### src/rtl/tt_um_lif_neuron.sv
// Leaky integrate-and-fire neuron in the Tiny Tapeout user-module wrapper.
// Shift-based leak, saturating integration, one-cycle spike on uio_out[7].
module tt_um_lif_neuron #(
    parameter logic [7:0] THRESHOLD = 8'd200
) (
    input  logic       clk,
    input  logic       rst_n,
    input  logic       ena,
    input  logic [7:0] ui_in,
    output logic [7:0] uo_out,
    input  logic [7:0] uio_in,
    output logic [7:0] uio_out,
    output logic [7:0] uio_oe
);

    logic [7:0] state;
    logic       spike;
    logic [2:0] sh;
    logic [7:0] leaked;
    logic [8:0] sum;
    logic [7:0] sat;
    logic       fire;
    logic       unused_uio;

    assign sh     = {1'b0, uio_in[1:0]} + 3'd1;
    assign leaked = state - (state >> sh);
    assign sum    = {1'b0, leaked} + {1'b0, ui_in};
    assign sat    = sum[8] ? 8'hFF : sum[7:0];
    assign fire   = (state >= THRESHOLD);

    assign unused_uio = &{1'b0, uio_in[7:2]};

    always_ff @(posedge clk or negedge rst_n) begin
        if (!rst_n) begin
            state <= 8'd0;
            spike <= 1'b0;
        end else if (ena) begin
            // On firing the potential restarts from zero plus this cycle's input
            if (fire) begin
                spike <= 1'b1;
                state <= ui_in;
            end else begin
                spike <= 1'b0;
                state <= sat;
            end
        end
    end

    assign uo_out  = state;
    assign uio_out = {spike, 7'b0};
    assign uio_oe  = 8'h80;

endmodule

### config.mk
export PLATFORM = sky130hd
export DESIGN_NAME = tt_um_lif_neuron
export DESIGN_NICKNAME = d
export VERILOG_FILES = /design/src/rtl/tt_um_lif_neuron.sv
export SDC_FILE = /design/constraint.sdc
export NUM_CORES = 1
export LEC_CHECK = 0
export ABC_CLOCK_PERIOD_IN_PS = 3800
export BUFFER_PORTS_ARGS = -buffer_cell sky130_fd_sc_hd__clkbuf_2
export CORE_MARGIN = 2
export CORE_UTILIZATION = 51
export DETAILED_ROUTE_END_ITERATION = 10
export GPL_TIMING_DRIVEN = 0
export PLACE_DENSITY = 0.84
export SYNTH_ARGS = -nofsm -noshare
export SYNTH_HDL_FRONTEND = slang
export SYNTH_SLANG_ARGS = --single-unit
### constraint.sdc
create_clock -name clk -period 3.8 [get_ports clk]
set_input_delay 1.14 -clock clk [delete_from_list [all_inputs] [get_ports clk]]
set_output_delay 1.14 -clock clk [all_outputs]
set_load 0.1 [all_outputs]
# Word-level counts from Yosys, hierarchy flattened

Cells that the tools add are included.

Shifts and indexed selects: 1
Order comparisons: 1
Add/subtract/negate cells: 3
Multiplexer cells: 3

Operator list:

| cell                                                           | number |
|---|---|
| 8-bit two-way mux                                              | 2 |
| 8-bit by 8-bit adder with 9-bit output                         | 1 |
| 8-bit >= comparator (second input constant)                    | 1 |
| 8-bit by 3-bit >> shifter with 8-bit output                    | 1 |
| 8-bit subtractor                                               | 1 |
| 2-bit by 1-bit adder with 3-bit output (second input constant) | 1 |
| 1-bit two-way mux                                              | 1 |

Logic and storage cells: 10
Output and inout bits: 24
Register bits: 9
Input bits: 19

# Longest topological paths before layout

Gate-level depths: netlist (run 1).

Depth after elaboration: 6
Mapped depth: 18
Depth with buffers taken out: 17

# Least setup slack after synthesis (run 1)

No wires, ideal clock.

Path kind: input port to flip-flop
From: input port uio_in[1]
To: register state[0] (netlist: uo_out[0])
Path slack: -0.109 ns
Arrival: 3.780 ns
Stages on the path: 17
Path through: buf_2 -> mux2i_1 -> nand2_1 -> o21ai_1 -> inv_1 -> fa_1 -> nor2b_1 -> o21ai_1 -> nand2b_1 -> a2111oi_0 -> nand3b_1 -> ha_1 -> and3_1 -> o21ai_1 -> nand3_2 -> o221ai_1 -> o21ai_1

Longest elaborated chain between the ends: 6

RTL lines:

| item                                        | line | source |
|---|---|---|
| start: declaration                          | 11   | `input logic [7:0] uio_in,` |
| 2-bit by 1-bit adder with 3-bit output      | 25   | `assign sh = {1'b0, uio_in[1:0]} + 3'd1;` |
| 8-bit by 3-bit >> shifter with 8-bit output | 26   | `assign leaked = state - (state >> sh);` |
| 8-bit subtractor                            | 26   |  |
| 8-bit by 8-bit adder with 9-bit output      | 27   | `assign sum = {1'b0, leaked} + {1'b0, ui_in};` |
| 8-bit two-way mux                           | 28   | `assign sat = sum[8] ? 8'hFF : sum[7:0];` |
| 8-bit two-way mux                           | 39   | `if (fire) begin` |
| end signal: assignment                      | 41   | `state <= ui_in;` |
| end signal: assignment                      | 44   | `state <= sat;` |
| end: declaration                            | 16   | `logic [7:0] state;` |

Every way passes these cells.
A chain may end at the register's enable or synchronous reset.

# Worst setup path after layout (run 1)

From: input port uio_in[1]
To: register state[4] (netlist: uo_out[4])

Same word-level chain as after synthesis.

==> results of run 1 <==
[sequential cells by signal (all words and copies together) (netlist names)]
name / flops
spike: 1
uo_out: 8
[repair_timing]
action | CTS | global route
pin swaps | 0 | 15
cloned | 0 | 1
buffers inserted | 1 | 6
gates resized for setup | 3 | 19
setup endpoints to repair | 8 | 8
[placed cells by master, fill, tap and decap left out, types with 6 or more instances in the layout]
cell and n:
buf_4 25, conb_1 15, dfrtp_1 9, o21ai_1 10
clkbuf_2 18, xor2_1 6, inv_1 11, ha_1 12
nand2_1 9, nor2_1 13
[metal layers]
metal | global-route usage | part of all wire
met1 | 0.248 | 0.42
met2 | 0.405 | 0.53
met3 | 0.0161 | 0.032
met4 | 0.118 | 0.017
met5 | 0 | 0
[area by class of cell]
class	instances	share of cell area
inverter	11	0.0239
multi-input combinational	129	0.615
clock buffer	3	0.0130
buffer	20	0.0918
tap	30	0.0217
clock inverter	1	0.00289
sequential	9	0.130
timing repair buffer	27	0.101
[cells by family (layout without fill, tap and decap cells)]
logic type,after synthesis,in the layout,share of synthesized area
other,2,15,0.00565
DFF,9,9,0.169
adders and majority gates,17,17,0.171
AOI/OAI and AO/OA,43,43,0.262
buffers and inverters,32,62,0.142
xor gates and xnor gates,11,11,0.0724
and+or+nand+nor,38,38,0.139
muxes,5,5,0.0386
[worst max-delay path, delay by kind of cell]
kind / cells / cell delay (ns)
muxes: 1 / 0.22
AOI/OAI and AO/OA: 7 / 1.22
adders and majority gates: 2 / 0.55
and+or+nand+nor: 5 / 0.70
buffers and inverters: 1 / 0.10
[per-stage QoR]
step,util,TNS [ns]
global route,0.698,-0.953
floorplan,-,0
global placement,0.622,-1.84
detailed placement,0.622,-2.76
CTS,0.641,0
finish,0.698,0
[worst max-delay path by stage]
| stage | to | slack, ns |
|---|---|---|
| floorplan | uo_out[5]$_DFFE_PN0P_ | 0.01 |
| global placement | uo_out[2]$_DFFE_PN0P_ | -0.26 |
| detailed placement | uo_out[4]$_DFFE_PN0P_ | -0.40 |
| CTS | uo_out[4]$_DFFE_PN0P_ | 0.01 |
| global route | uo_out[4]$_DFFE_PN0P_ | -0.17 |
| finish | uo_out[4]$_DFFE_PN0P_ | 0.004 |
==> reports/results.tsv, run 1 <==
stage	metric	value	unit
min_path	Hold Crit Depth	2	
cells_and_area	Finished Layout Cells	230	
place	Detailed Place HPWL	2420	µm
clock_network	clock latency at the later pin of the worst-skew pair	0.27	ns
synth	Post-Syn Area	1330	µm²
cells_and_area	Sequential cell area	225	µm²
synth	count of cell types in the netlist	44	
critical_path	CP endpoint kind	flip-flop	
synth	Synth area leaders	dfrtp_1, ha_1, buf_4	
global_routing	initial antenna violation count	0	
global_routing	vias in the first global route	1138	
synth	count leader, synth	buf_4	
place	Placed Cells incl. Taps	219	
drt	DRC	0	
critical_path	critical path type	in -> reg	
sta	Slew @ Worst Pin	0.540	ns
synth	Avg Cell Area, Syn	8.47	µm²
die	number of I/O pins	43	
critical_path	Worst EP arrival	3.94	ns
critical_path	reg2reg start	uo_out[4]$_DFFE_PN0P_	
cells_and_area	fin nets	237	
global_routing	total gr overflow	0	
drt	final WL	3330	µm
sta	Setup-failing EPs final	0	
min_path	Hold EP	uo_out[0]$_DFFE_PN0P_	
place	pre-CTS WS	-0.395	ns
place	I/O Buffers	19	
sta	Setup Skew	0.00387	ns
synth	Synth top area share	0.169	
sta	RSZ-0062 raised after global routing	true	
critical_path	R2R cell count	15	
synth	Synth area leader	dfrtp_1	
drt	via/cell ratio	5.50	
sta	Worst Slack Setup Final	0.00425	ns
die	row cnt	18	
die	Die Ht	55.1	µm
synth	Synth Flop Type	dfrtp_1	
drt	Iter 0 DRT Violations	35	
die	die area	3030	µm²
critical_path	Crit. Startpoint	uio_in[1]	
cells_and_area	fraction of layout cells with a size suffix above 1	0.385	
critical_path	RR Endpoint	uo_out[4]$_DFFE_PN0P_	
clock_network	clk sinks	9	
die	Initial Utilization	0.537	
critical_path	CP Cell Sequence	buf_12, mux2i_2, nand2_1, o21ai_1, ha_1, nor2b_4, o21ai_2, nand2b_1, a2111oi_2, nand3b_1, ha_4, a21o_1, o21ai_2, nand3_2, o221ai_2, o21ai_1	
cells_and_area	Multi-input gate area	1060	µm²
place	GPL Wtd Cong	0.801	
sta	Max Freq	0.263	GHz
cells_and_area	Filler cells	199	
synth	FFs w/ async S/R, synth	1.00	
run_status	status	finished, final reports clean	
die	die width	55.1	µm
sta	Final period util	0.999	
global_routing	first-pass GRT wire length	4710	µm
synth	Mapped Cells	157	
critical_path	FF-to-FF setup slack	0.30	ns
die	core box area	2480	µm²
synth	Post-synth EDFFs	0	
cells_and_area	Layout area overhead	30.1	%
run	max-cap viol count	0	
drt	total number of vias	1266	
synth	list of most frequent post-synthesis cells	buf_4, ha_1, nor2_1, o21ai_1, inv_1	
global_routing	pin count of the biggest net entering global routing	12	
sta	hold slack	0.567	ns
synth	register area share after synthesis	0.169	
clock_network	CTS tree	built	
clock_network	clock buffer count from CTS	3	
cells_and_area	fin area	1730	µm²
critical_path	Worst Path Required	3.94	ns
min_path	HP Class	reg -> reg	
sta	Slew Limit Fails	0	
min_path	hold path startpoint	uo_out[0]$_DFFE_PN0P_	
critical_path	delay of the slowest cell on the worst path	0.31	ns
cells_and_area	antenna cell count	0	
clock_network	H-tree depth	1	
critical_path	CP Max Fanout	5	
synth	post-synthesis register bit count	9	
critical_path	crit path launch type	input port	
place	placed cell area	1540	µm²
drt	Pre-antenna DRT Iters	4	
drt	antenna viol nets, final	0	
clock_network	Clock Path Buffers	2	
critical_path	slowest CP cell	ha_1	
clock_network	clock root cell	clkbuf_4	
sta	slew margin rel.	0.641	
sta	Hold Fails Final Rpt	0	
clock_network	cts hold-fix bufs	0	
drt	WL/cell	14.5	µm
clock_network	clock slew at reported path FFs	0.06	ns
synth	YS warnings	0	
global_routing	gr usage total	0.219	
sta	Final min period	3.80	ns
Power of run 1 is left out: the tool's default activity adds up to more than one toggle a clock period on the data nets, which glitch-free logic cannot reach.
==> run 2, diff against run 1 <==
- ABC_CLOCK_PERIOD_IN_PS: 3800 -> 3300
- CORE_UTILIZATION: 51 -> 46
- PLACE_DENSITY: 0.84 -> 0.8
- clock period: 3.8 -> 3.3 ns (I/O delays scaled with it)
==> reports/results.tsv, run 2 (same netlist as run 1, synthesis figures left out) <==
stage	metric	value	unit	change
sta	Post-Route Setup TNS	-1.24	ns	-1.24 ns
place	GPL Wtd Cong	0.777		-3.0%
clock_network	cts hold-fix bufs	0		unchanged
drt	final WL	3150	µm	-5.3%
die	row cnt	19		+1
critical_path	CP endpoint kind	flip-flop		
global_routing	total gr overflow	0		unchanged
drt	total number of vias	1258		-0.63%
global_routing	pin count of the biggest net entering global routing	11		-1
cells_and_area	number of flip-flops in the largest register	8		unchanged
clock_network	clk sinks	9		unchanged
sta	Final period util	1.06		
sta	hold slack	0.557	ns	-0.00972 ns
cells_and_area	antenna cell count	0		unchanged
critical_path	CP Cell Sequence	buf_12, mux2i_2, nand2_1, o21ai_0, ha_1, nand3_1, nand2_1, a41o_1, o41a_1, xnor2_1, ha_1, and3_4, nand3_2, and4_4, a221oi_2		
critical_path	crit path launch type	input port		
critical_path	critical path type	in -> reg		
run_status	failing checks	negative setup slack		
clock_network	Clock Path Buffers	2		unchanged
run	max-cap viol count	0		unchanged
clock_network	CTS tree	built		
drt	antenna viol nets, final	0		unchanged
cells_and_area	fraction of layout cells with a size suffix above 1	0.436		+0.0513
cells_and_area	Filler cells	213		+7.0%
place	Detailed Place HPWL	2300	µm	-5.1%
sta	Final min period	3.49	ns	
clock_network	clock root cell	clkbuf_4		
sta	Max Freq	0.287	GHz	
global_routing	gr usage total	0.204		-0.0154
place	Placed Cells incl. Taps	220		+0.46%
sta	slew margin rel.	0.631		-0.0103
cells_and_area	commonest non-fill, non-tap cell in the layout	buf_4		
sta	Hold Fails Final Rpt	0		unchanged
cells_and_area	most frequent cells in the layout	buf_4, clkbuf_2, conb_1, nor2_1, ha_1		
clock_network	clock latency at the later pin of the worst-skew pair	0.26	ns	about the same
sta	Slew Limit Fails	0		unchanged
run_status	status	finished with violations		
critical_path	Worst EP arrival	3.65	ns	-0.29 ns
drt	Pre-antenna DRT Iters	4		unchanged
die	Initial Utilization	0.482		-0.0546
die	number of I/O pins	43		unchanged
sta	Setup Skew	0.00295	ns	-0.000925 ns
sta	Slew @ Worst Pin	0.552	ns	+0.0119 ns
sta	Setup-failing EPs final	8		+8
die	die area	3340	µm²	+10%
place	I/O Buffers	19		unchanged
critical_path	Worst path depth	15		-1
cells_and_area	Layout area overhead	36.8	%	
cells_and_area	fin nets	241		+1.7%
critical_path	Worst Path Required	3.46	ns	-0.48 ns
die	die width	57.8	µm	+4.9%
cells_and_area	Finished Layout Cells	235		+2.2%
clock_network	H-tree depth	1		unchanged
global_routing	initial antenna violation count	0		unchanged
min_path	Hold Crit Depth	1		-1
global_routing	first-pass GRT wire length	5330	µm	+13%
die	Die Ht	57.8	µm	+4.9%
critical_path	Bufs and invs on worst path	1		unchanged
critical_path	R2R cell count	14		-1
critical_path	slowest CP cell	o41a_1		
die	core box area	2760	µm²	+11%
critical_path	Crit path max-delay family	compound AO/OA/AOI/OAI gates		
sta	RSZ-0062 raised after global routing	true		
drt	via/cell ratio	5.35		-2.7%
drt	DRC	0		unchanged
critical_path	CP Max Fanout	5		unchanged
drt	Iter 0 DRT Violations	50		+43%
critical_path	delay of the slowest cell on the worst path	0.33	ns	+0.02 ns
clock_network	clock slew at reported path FFs	0.06	ns	about the same
drt	WL/cell	13.4	µm	-7.3%
global_routing	vias in the first global route	1268		+11%
sta	Worst Slack Setup Final	-0.190	ns	-0.194 ns
clock_network	clock buffer count from CTS	3		unchanged
min_path	HP Class	reg -> reg		
==> run 2: cell types whose count changed in the layout (fill, tap and decap cells not counted), moves of 2 or more <==
cell	delta
buf_4	+2
o221ai_2	+4
and3_4	+2
nand2_2	+2
o221ai_1	-4
clkbuf_8	+2
dfrtp_1	-2
dfrtp_2	+2
==> run 2: through the flow <==
step	utilization	worst slack, ns	area [µm²]
after floorplan	-	-0.332	1430
after global placement	0.567	-0.569	1560
after detailed placement	0.567	-0.609	1560
after CTS	0.643	-0.218	1770
after global routing	0.660	-0.366	1820
final	0.660	-0.190	1820
==> run 2: timing repair <==
action | in CTS | in global routing
buffers inserted | 8 | 2
pin swaps | 9 | 7
hold endpoints to repair | 0 | 0
cloned | 2 | 0
resized for setup | 19 | 10
endpoints found under the setup margin | 8 | 8
==> run 2: per-layer routing <==
layer	global-route usage	wire [µm]
met5	0	0
met4	0.0831	37
met3	0.00670	81
met2	0.391	1690
met1	0.234	1340
==> run 2: layout make-up <==
type	count	area (µm²)	area share
Inverter	11	41.3	0.0227
Tap cell	31	38.8	0.0213
Sequential cell	9	228	0.125
Multi-Input combinational cell	129	1110	0.608
Clock buffer	4	26.3	0.0144
Buffer	21	173	0.0949
Timing Repair Buffer	30	206	0.113
==> run 2: path summary, 6_finish.rpt <==
| path | from | to | slack, ns |
|---|---|---|---|
| setup / recovery | uio_in[1] | uo_out[6]$_DFFE_PN0P_ | -0.19 |
| hold / removal | spike$_DFFE_PN0P_ | spike$_DFFE_PN0P_ | 0.56 |
| setup reg to reg | uo_out[4]$_DFFE_PN0P_ | uo_out[6]$_DFFE_PN0P_ | 0.09 |
| hold reg to reg | spike$_DFFE_PN0P_ | spike$_DFFE_PN0P_ | 0.56 |
| max in group asynchronous | rst_n | uo_out[4]$_DFFE_PN0P_ | 2.52 |
| min in group asynchronous | rst_n | spike$_DFFE_PN0P_ | 0.57 |
==> run 2: worst register-to-register path, stage by stage (launching register included) <==
cell	delay, ns
dfrtp_2	0.49
inv_1	0.11
o21ai_1	0.21
o21ai_0	0.11
ha_1	0.33
nand3_1	0.10
nand2_1	0.05
a41o_1	0.22
o41a_1	0.33
xnor2_1	0.14
ha_1	0.30
and3_4	0.17
nand3_2	0.11
and4_4	0.23
a221oi_2	0.23
Power of run 2 is left out for the same reason.
